$ cat config.mk
export PLATFORM = sky130hd
export DESIGN_NAME = reg_to_axi_master
export DESIGN_NICKNAME = d
export VERILOG_FILES = /design/src/rtl/reg_to_axi_master.sv
export SDC_FILE = /design/constraint.sdc
export NUM_CORES = 1
export LEC_CHECK = 0
export CAP_MARGIN = 20
export CORE_AREA = 2 2 160 162
export DETAILED_ROUTE_END_ITERATION = 16
export DIE_AREA = 0 0 162 164
export DONT_BUFFER_PORTS = 1
export SLEW_MARGIN = 20
export SYNTH_ARGS = -nofsm -noshare
export SYNTH_HDL_FRONTEND = slang
export SYNTH_SLANG_ARGS = --single-unit
$ cat constraint.sdc
create_clock -name clk_i -period 8.85 [get_ports clk_i]
set_input_delay 1.77 -clock clk_i [delete_from_list [all_inputs] [get_ports clk_i]]
set_output_delay 1.77 -clock clk_i [all_outputs]
set_load 0.01 [all_outputs]
$ cat src/rtl/reg_to_axi_master.sv
// Bridge from a reg-bus initiator to a single-beat AXI4 master port.
// One transaction in flight at a time. Each write issues AW and W together.
// Each read issues AR and takes back one R beat. The reg initiator sees a
// one-cycle ready pulse that carries rdata and error.
module reg_to_axi_master #(
    parameter int unsigned           AxiAddrWidth = 32,
    parameter int unsigned           AxiDataWidth = 64,
    parameter int unsigned           RegDataWidth = 32,
    parameter int unsigned           AxiIdWidth   = 4,
    parameter logic [AxiIdWidth-1:0] AxiId        = '0
) (
    input  logic                        clk_i,
    input  logic                        rst_i,
    // reg request / response
    input  logic [AxiAddrWidth-1:0]     reg_addr_i,
    input  logic                        reg_write_i,
    input  logic [RegDataWidth-1:0]     reg_wdata_i,
    input  logic [RegDataWidth/8-1:0]   reg_wstrb_i,
    input  logic                        reg_valid_i,
    output logic [RegDataWidth-1:0]     reg_rdata_o,
    output logic                        reg_error_o,
    output logic                        reg_ready_o,
    // AW channel
    output logic [AxiIdWidth-1:0]       aw_id_o,
    output logic [AxiAddrWidth-1:0]     aw_addr_o,
    output logic [7:0]                  aw_len_o,
    output logic [2:0]                  aw_size_o,
    output logic [1:0]                  aw_burst_o,
    output logic                        aw_lock_o,
    output logic [3:0]                  aw_cache_o,
    output logic [2:0]                  aw_prot_o,
    output logic [3:0]                  aw_qos_o,
    output logic [3:0]                  aw_region_o,
    output logic [5:0]                  aw_atop_o,
    output logic                        aw_user_o,
    output logic                        aw_valid_o,
    input  logic                        aw_ready_i,
    // W channel
    output logic [AxiDataWidth-1:0]     w_data_o,
    output logic [AxiDataWidth/8-1:0]   w_strb_o,
    output logic                        w_last_o,
    output logic                        w_user_o,
    output logic                        w_valid_o,
    input  logic                        w_ready_i,
    // B channel
    input  logic [AxiIdWidth-1:0]       b_id_i,
    input  logic [1:0]                  b_resp_i,
    input  logic                        b_user_i,
    input  logic                        b_valid_i,
    output logic                        b_ready_o,
    // AR channel
    output logic [AxiIdWidth-1:0]       ar_id_o,
    output logic [AxiAddrWidth-1:0]     ar_addr_o,
    output logic [7:0]                  ar_len_o,
    output logic [2:0]                  ar_size_o,
    output logic [1:0]                  ar_burst_o,
    output logic                        ar_lock_o,
    output logic [3:0]                  ar_cache_o,
    output logic [2:0]                  ar_prot_o,
    output logic [3:0]                  ar_qos_o,
    output logic [3:0]                  ar_region_o,
    output logic                        ar_user_o,
    output logic                        ar_valid_o,
    input  logic                        ar_ready_i,
    // R channel
    input  logic [AxiIdWidth-1:0]       r_id_i,
    input  logic [AxiDataWidth-1:0]     r_data_i,
    input  logic [1:0]                  r_resp_i,
    input  logic                        r_last_i,
    input  logic                        r_user_i,
    input  logic                        r_valid_i,
    output logic                        r_ready_o
);

    localparam int unsigned RegStrbW = RegDataWidth / 8;
    localparam int unsigned AxiStrbW = AxiDataWidth / 8;
    localparam int unsigned NumLanes = AxiDataWidth / RegDataWidth;
    localparam int unsigned RegOffW  = $clog2(RegStrbW);
    localparam int unsigned AxiOffW  = $clog2(AxiStrbW);
    localparam int unsigned LaneW    = (NumLanes > 1) ? (AxiOffW - RegOffW) : 1;

    typedef enum logic [2:0] {
        IDLE,
        WR_ADDR_DATA,
        WR_RESP,
        RD_ADDR,
        RD_DATA,
        DONE
    } state_e;

    state_e                    state_q, state_d;
    logic                      aw_done_q, aw_done_d;
    logic                      w_done_q, w_done_d;
    logic                      error_q, error_d;
    logic [AxiAddrWidth-1:0]   addr_q, addr_d;
    logic [RegDataWidth-1:0]   wdata_q, wdata_d;
    logic [RegStrbW-1:0]       wstrb_q, wstrb_d;
    logic [RegDataWidth-1:0]   rdata_q, rdata_d;
    logic [LaneW-1:0]          lane;
    logic                      aw_hs, w_hs;

    // The ID, user and rlast response fields carry nothing this bridge needs.
    // Only bit 1 of each resp field is used as the error flag.
    logic unused_resp;
    assign unused_resp = ^{b_id_i, b_resp_i[0], b_user_i, r_id_i, r_resp_i[0], r_last_i, r_user_i};

    // The reg word's position inside the wider AXI beat.
    if (NumLanes > 1) begin : g_lane
        assign lane = addr_q[AxiOffW-1:RegOffW];
    end else begin : g_nolane
        assign lane = '0;
    end

    // Both address channels carry the same fixed single-beat attributes.
    assign aw_id_o     = AxiId;
    assign aw_addr_o   = addr_q;
    assign aw_len_o    = 8'd0;
    assign aw_size_o   = 3'(RegOffW);
    assign aw_burst_o  = 2'b01;
    assign aw_lock_o   = 1'b0;
    assign aw_cache_o  = 4'd0;
    assign aw_prot_o   = 3'd0;
    assign aw_qos_o    = 4'd0;
    assign aw_region_o = 4'd0;
    assign aw_atop_o   = 6'd0;
    assign aw_user_o   = 1'b0;

    assign ar_id_o     = AxiId;
    assign ar_addr_o   = addr_q;
    assign ar_len_o    = 8'd0;
    assign ar_size_o   = 3'(RegOffW);
    assign ar_burst_o  = 2'b01;
    assign ar_lock_o   = 1'b0;
    assign ar_cache_o  = 4'd0;
    assign ar_prot_o   = 3'd0;
    assign ar_qos_o    = 4'd0;
    assign ar_region_o = 4'd0;
    assign ar_user_o   = 1'b0;

    // Write data goes out on every lane. The strobe picks the lane the address selects.
    assign w_data_o = {NumLanes{wdata_q}};
    assign w_strb_o = AxiStrbW'(wstrb_q) << (lane * RegStrbW);
    assign w_last_o = 1'b1;
    assign w_user_o = 1'b0;

    assign aw_hs = aw_valid_o && aw_ready_i;
    assign w_hs  = w_valid_o && w_ready_i;

    // Control state: FSM, per-channel handshake flags and the captured error.
    always_ff @(posedge clk_i) begin
        if (rst_i) begin
            state_q   <= IDLE;
            aw_done_q <= 1'b0;
            w_done_q  <= 1'b0;
            error_q   <= 1'b0;
        end else begin
            state_q   <= state_d;
            aw_done_q <= aw_done_d;
            w_done_q  <= w_done_d;
            error_q   <= error_d;
        end
    end

    // Request and response payload. It is only observed through the FSM, so it needs no reset.
    always_ff @(posedge clk_i) begin
        addr_q  <= addr_d;
        wdata_q <= wdata_d;
        wstrb_q <= wstrb_d;
        rdata_q <= rdata_d;
    end

    // Next-state logic: sequence the AXI handshakes of one transaction.
    always_comb begin
        state_d   = state_q;
        aw_done_d = aw_done_q;
        w_done_d  = w_done_q;
        error_d   = error_q;
        addr_d    = addr_q;
        wdata_d   = wdata_q;
        wstrb_d   = wstrb_q;
        rdata_d   = rdata_q;
        unique case (state_q)
            IDLE: begin
                if (reg_valid_i) begin
                    addr_d    = reg_addr_i;
                    wdata_d   = reg_wdata_i;
                    wstrb_d   = reg_wstrb_i;
                    rdata_d   = '0;
                    error_d   = 1'b0;
                    aw_done_d = 1'b0;
                    w_done_d  = 1'b0;
                    state_d   = reg_write_i ? WR_ADDR_DATA : RD_ADDR;
                end
            end
            WR_ADDR_DATA: begin
                // AW and W can complete in any order, including the same cycle.
                aw_done_d = aw_done_q | aw_hs;
                w_done_d  = w_done_q | w_hs;
                if (aw_done_d && w_done_d) begin
                    state_d = WR_RESP;
                end
            end
            WR_RESP: begin
                if (b_valid_i) begin
                    error_d = b_resp_i[1];
                    state_d = DONE;
                end
            end
            RD_ADDR: begin
                if (ar_ready_i) begin
                    state_d = RD_DATA;
                end
            end
            RD_DATA: begin
                if (r_valid_i) begin
                    rdata_d = r_data_i[lane*RegDataWidth +: RegDataWidth];
                    error_d = r_resp_i[1];
                    state_d = DONE;
                end
            end
            DONE: begin
                state_d = IDLE;
            end
            default: begin
                state_d = IDLE;
            end
        endcase
    end

    // Outputs decode from registered state only. This keeps every valid independent of its ready.
    always_comb begin
        aw_valid_o  = 1'b0;
        w_valid_o   = 1'b0;
        b_ready_o   = 1'b0;
        ar_valid_o  = 1'b0;
        r_ready_o   = 1'b0;
        reg_ready_o = 1'b0;
        reg_rdata_o = '0;
        reg_error_o = 1'b0;
        unique case (state_q)
            WR_ADDR_DATA: begin
                aw_valid_o = !aw_done_q;
                w_valid_o  = !w_done_q;
            end
            WR_RESP: b_ready_o = 1'b1;
            RD_ADDR: ar_valid_o = 1'b1;
            RD_DATA: r_ready_o = 1'b1;
            DONE: begin
                reg_ready_o = 1'b1;
                reg_rdata_o = rdata_q;
                reg_error_o = error_q;
            end
            default: begin
            end
        endcase
    end

endmodule

==> results_dict.tcl <==
set metrics [dict create \
    outcome "completed" \
    grt_max_degree 68 \
    p_per_area_mw_per_mm2 290 \
    setup_ws_ps 4860 \
    r2r-end "ar_addr_o[4]" \
    vias 2475 \
    yosysMostFrequentCell "buf_4" \
    fin_crit_ps 3990 \
    core_area_sq_mm 0.0248 \
    arrival_ps 2220 \
    clkSinkCount 106 \
    multi_input_area_sq_mm 0.00127 \
    worstRegToRegCells 3 \
    overflow 0 \
    setup_violations 0 \
    r2r-start "state_q[2]" \
    yosysWarnings 0 \
    dieArea_sq_mm 0.0266 \
    holdWs_ps 540 \
    fin_crit_sh 0.451 \
    die-height_um 164 \
    cts_tree "built" \
    cts_resized 0 \
    clock_latency_ps 350 \
    clock_path_buffers 2 \
    drive_above_1_share 0.0710 \
    async_flop_share 0 \
    worst_hold_path.num_cells 2 \
    fmaxAchievable_mhz 250 \
    wl_per_cell_um 17.9 \
    required_ps 7080 \
    numCtsBuffers 9 \
    drc 0 \
    worstSetupPathType "flip-flop to output port" \
    max-cap-violations 0 \
    nFillCells 2632 \
    nets 503 \
    leakage_nw 1.88 \
    num_rows 58 \
    avgViaCountPerCell 3.63 \
    setup_tns_ps 0 \
    seqCellArea_sq_mm 0.00312 \
    grt_pass1_wl_um 15900 \
    drt_iter0_markers 111 \
    drt-total-wl_um 12200 \
    path_clk_slew_ps 70 \
    placed_cells 665 \
    final_cell_count_no_fill 682 \
    port-buffer-count 0 \
    place_ws_ps 5150 \
    htreeDepth 3 \
    yosys-top-cells-count "buf_4, edfxtp_1, and2_1, nor2_1, mux2i_1" \
    hold_violations 0 \
    critPathLaunchType "flip-flop" \
    crit_end "reg_rdata_o[28]" \
    synth.ff_latch_count 106 \
    maxSlewViolCount 0 \
    synth_top_area_frac 0.572 \
    synth_edf_count 100 \
    tightestPinTransition_ps 1010 \
    r2r_setup_slack_ps 6560 \
    startpoint "state_q[1]" \
    yosysUniqueCellTypes 33 \
    syn_to_final_growth_pct -2.14 \
    vdd_ir_drop_max_mv 0.159 \
    crit_fanout 34 \
    syn_avg_cell_area_sq_um 12.7 \
    root_buffer "clkbuf_16" \
    skew_ps 11.4 \
    antenna_found_initial 0 \
    synthTopCellsByArea "edfxtp_1, buf_4, mux2i_1" \
    dp_hpwl_um 9500 \
    finalPower_mw 1.49 \
    min-delay-path-class "flip-flop to flip-flop" \
    ctsHoldBuffers 0 \
    track_usage 0.0857 \
    ys_seq_area_frac 0.595 \
    dr.pass1.iters 4 \
    initial_core_util 0.212 \
    die_width_um 162 \
    grt_pass1_vias 2348 \
    rsz0062_at_grt "false" \
    syn_inst 413 \
    ant_nets 0 \
    yosysTopAreaCell "edfxtp_1" \
    finalWeightedCongestion 0.762 \
    relSlewSlack 0.326 \
    cts_setup_buffers 0 \
    ioPinCount 407 \
    netlist_area_sq_mm 0.00525 \
    crit_path_end_kind "output port" \
    yosys_most_used_dff "edfxtp_1" \
    diodes 0 \
]
critical path, cell delays in order (launching register included):
cell and delay (ps):
dfxtp_1 440, inv_1 210, and3_1 850, and2_1 350
cell type report:
class | count | area share
multi-input combinational | 224 | 0.248
inverter | 2 | 0.00146
sequential | 106 | 0.608
clock buffer | 10 | 0.0446
clock inverter | 6 | 0.00779
tap | 330 | 0.0804
timing repair buffer | 4 | 0.00974
flip-flops by register name, summed over array words and instances (netlist names):
signal	cells
ar_addr_o	32
rdata_q	32
wdata_q	32
wstrb_q	4
state_q	3
aw_done_q	1
error_q	1
w_done_q	1
worst min-delay path by stage:
| stage | from | end | slack [ps] |
|---|---|---|---|
| after floorplan | w_done_q | w_done_q | 500 |
| final | w_done_q | w_done_q | 540 |
| after detailed placement | w_done_q | w_done_q | 530 |
| after global routing | w_done_q | w_done_q | 580 |
| after CTS | w_done_q | w_done_q | 550 |
| after global placement | w_done_q | w_done_q | 520 |
report_power, final:
| part | leakage, nW | total [mW] | switching (mW) | internal, mW |
|---|---|---|---|---|
| clock network | 0.125 | 0.379 | 0.188 | 0.192 |
| logic | 0.751 | 0.246 | 0.172 | 0.0740 |
| registers | 1.00 | 0.863 | 0.148 | 0.715 |
through the flow:
step           utilization  area, sq um
2_1_floorplan            -         5530
3_3_place_gp         0.195         4840
3_5_place_dp         0.195         4840
4_1_cts              0.206         5110
5_1_grt              0.207         5140
6_report             0.207         5140
metal layers:
metal,track usage,part of all wire
met2,0.149,0.51
met3,0.0596,0.15
met4,0.0358,0.021
met1,0.0773,0.32
met5,0,0
layout by cell type (no fill, tap or decap), types with 2 or more instances in the layout:
cell          n
nor2b_1       7
edfxtp_1    100
conb_1       76
buf_4         3
clkinv_1      2
inv_6         2
nor2_1       37
nor3_1        5
clkinvlp_4    2
clkbuf_16     9
and2_1       39
a21oi_1       4
nand2_1       4
o311ai_1      2
dfxtp_1       6
inv_1         2
mux2i_1      33
logic make-up (layout without fill, tap and decap cells):
logic type	Yosys count	count (layout)	synth area share
AO/OA/AOI/OAI	15	15	0.0207
buffers and inverters	157	22	0.218
flip-flops	106	106	0.595
multiplexers	34	34	0.0651
other	2	76	0.00143
AND/OR/NAND/NOR	99	99	0.0996
(Power assumes the default switching activity.)
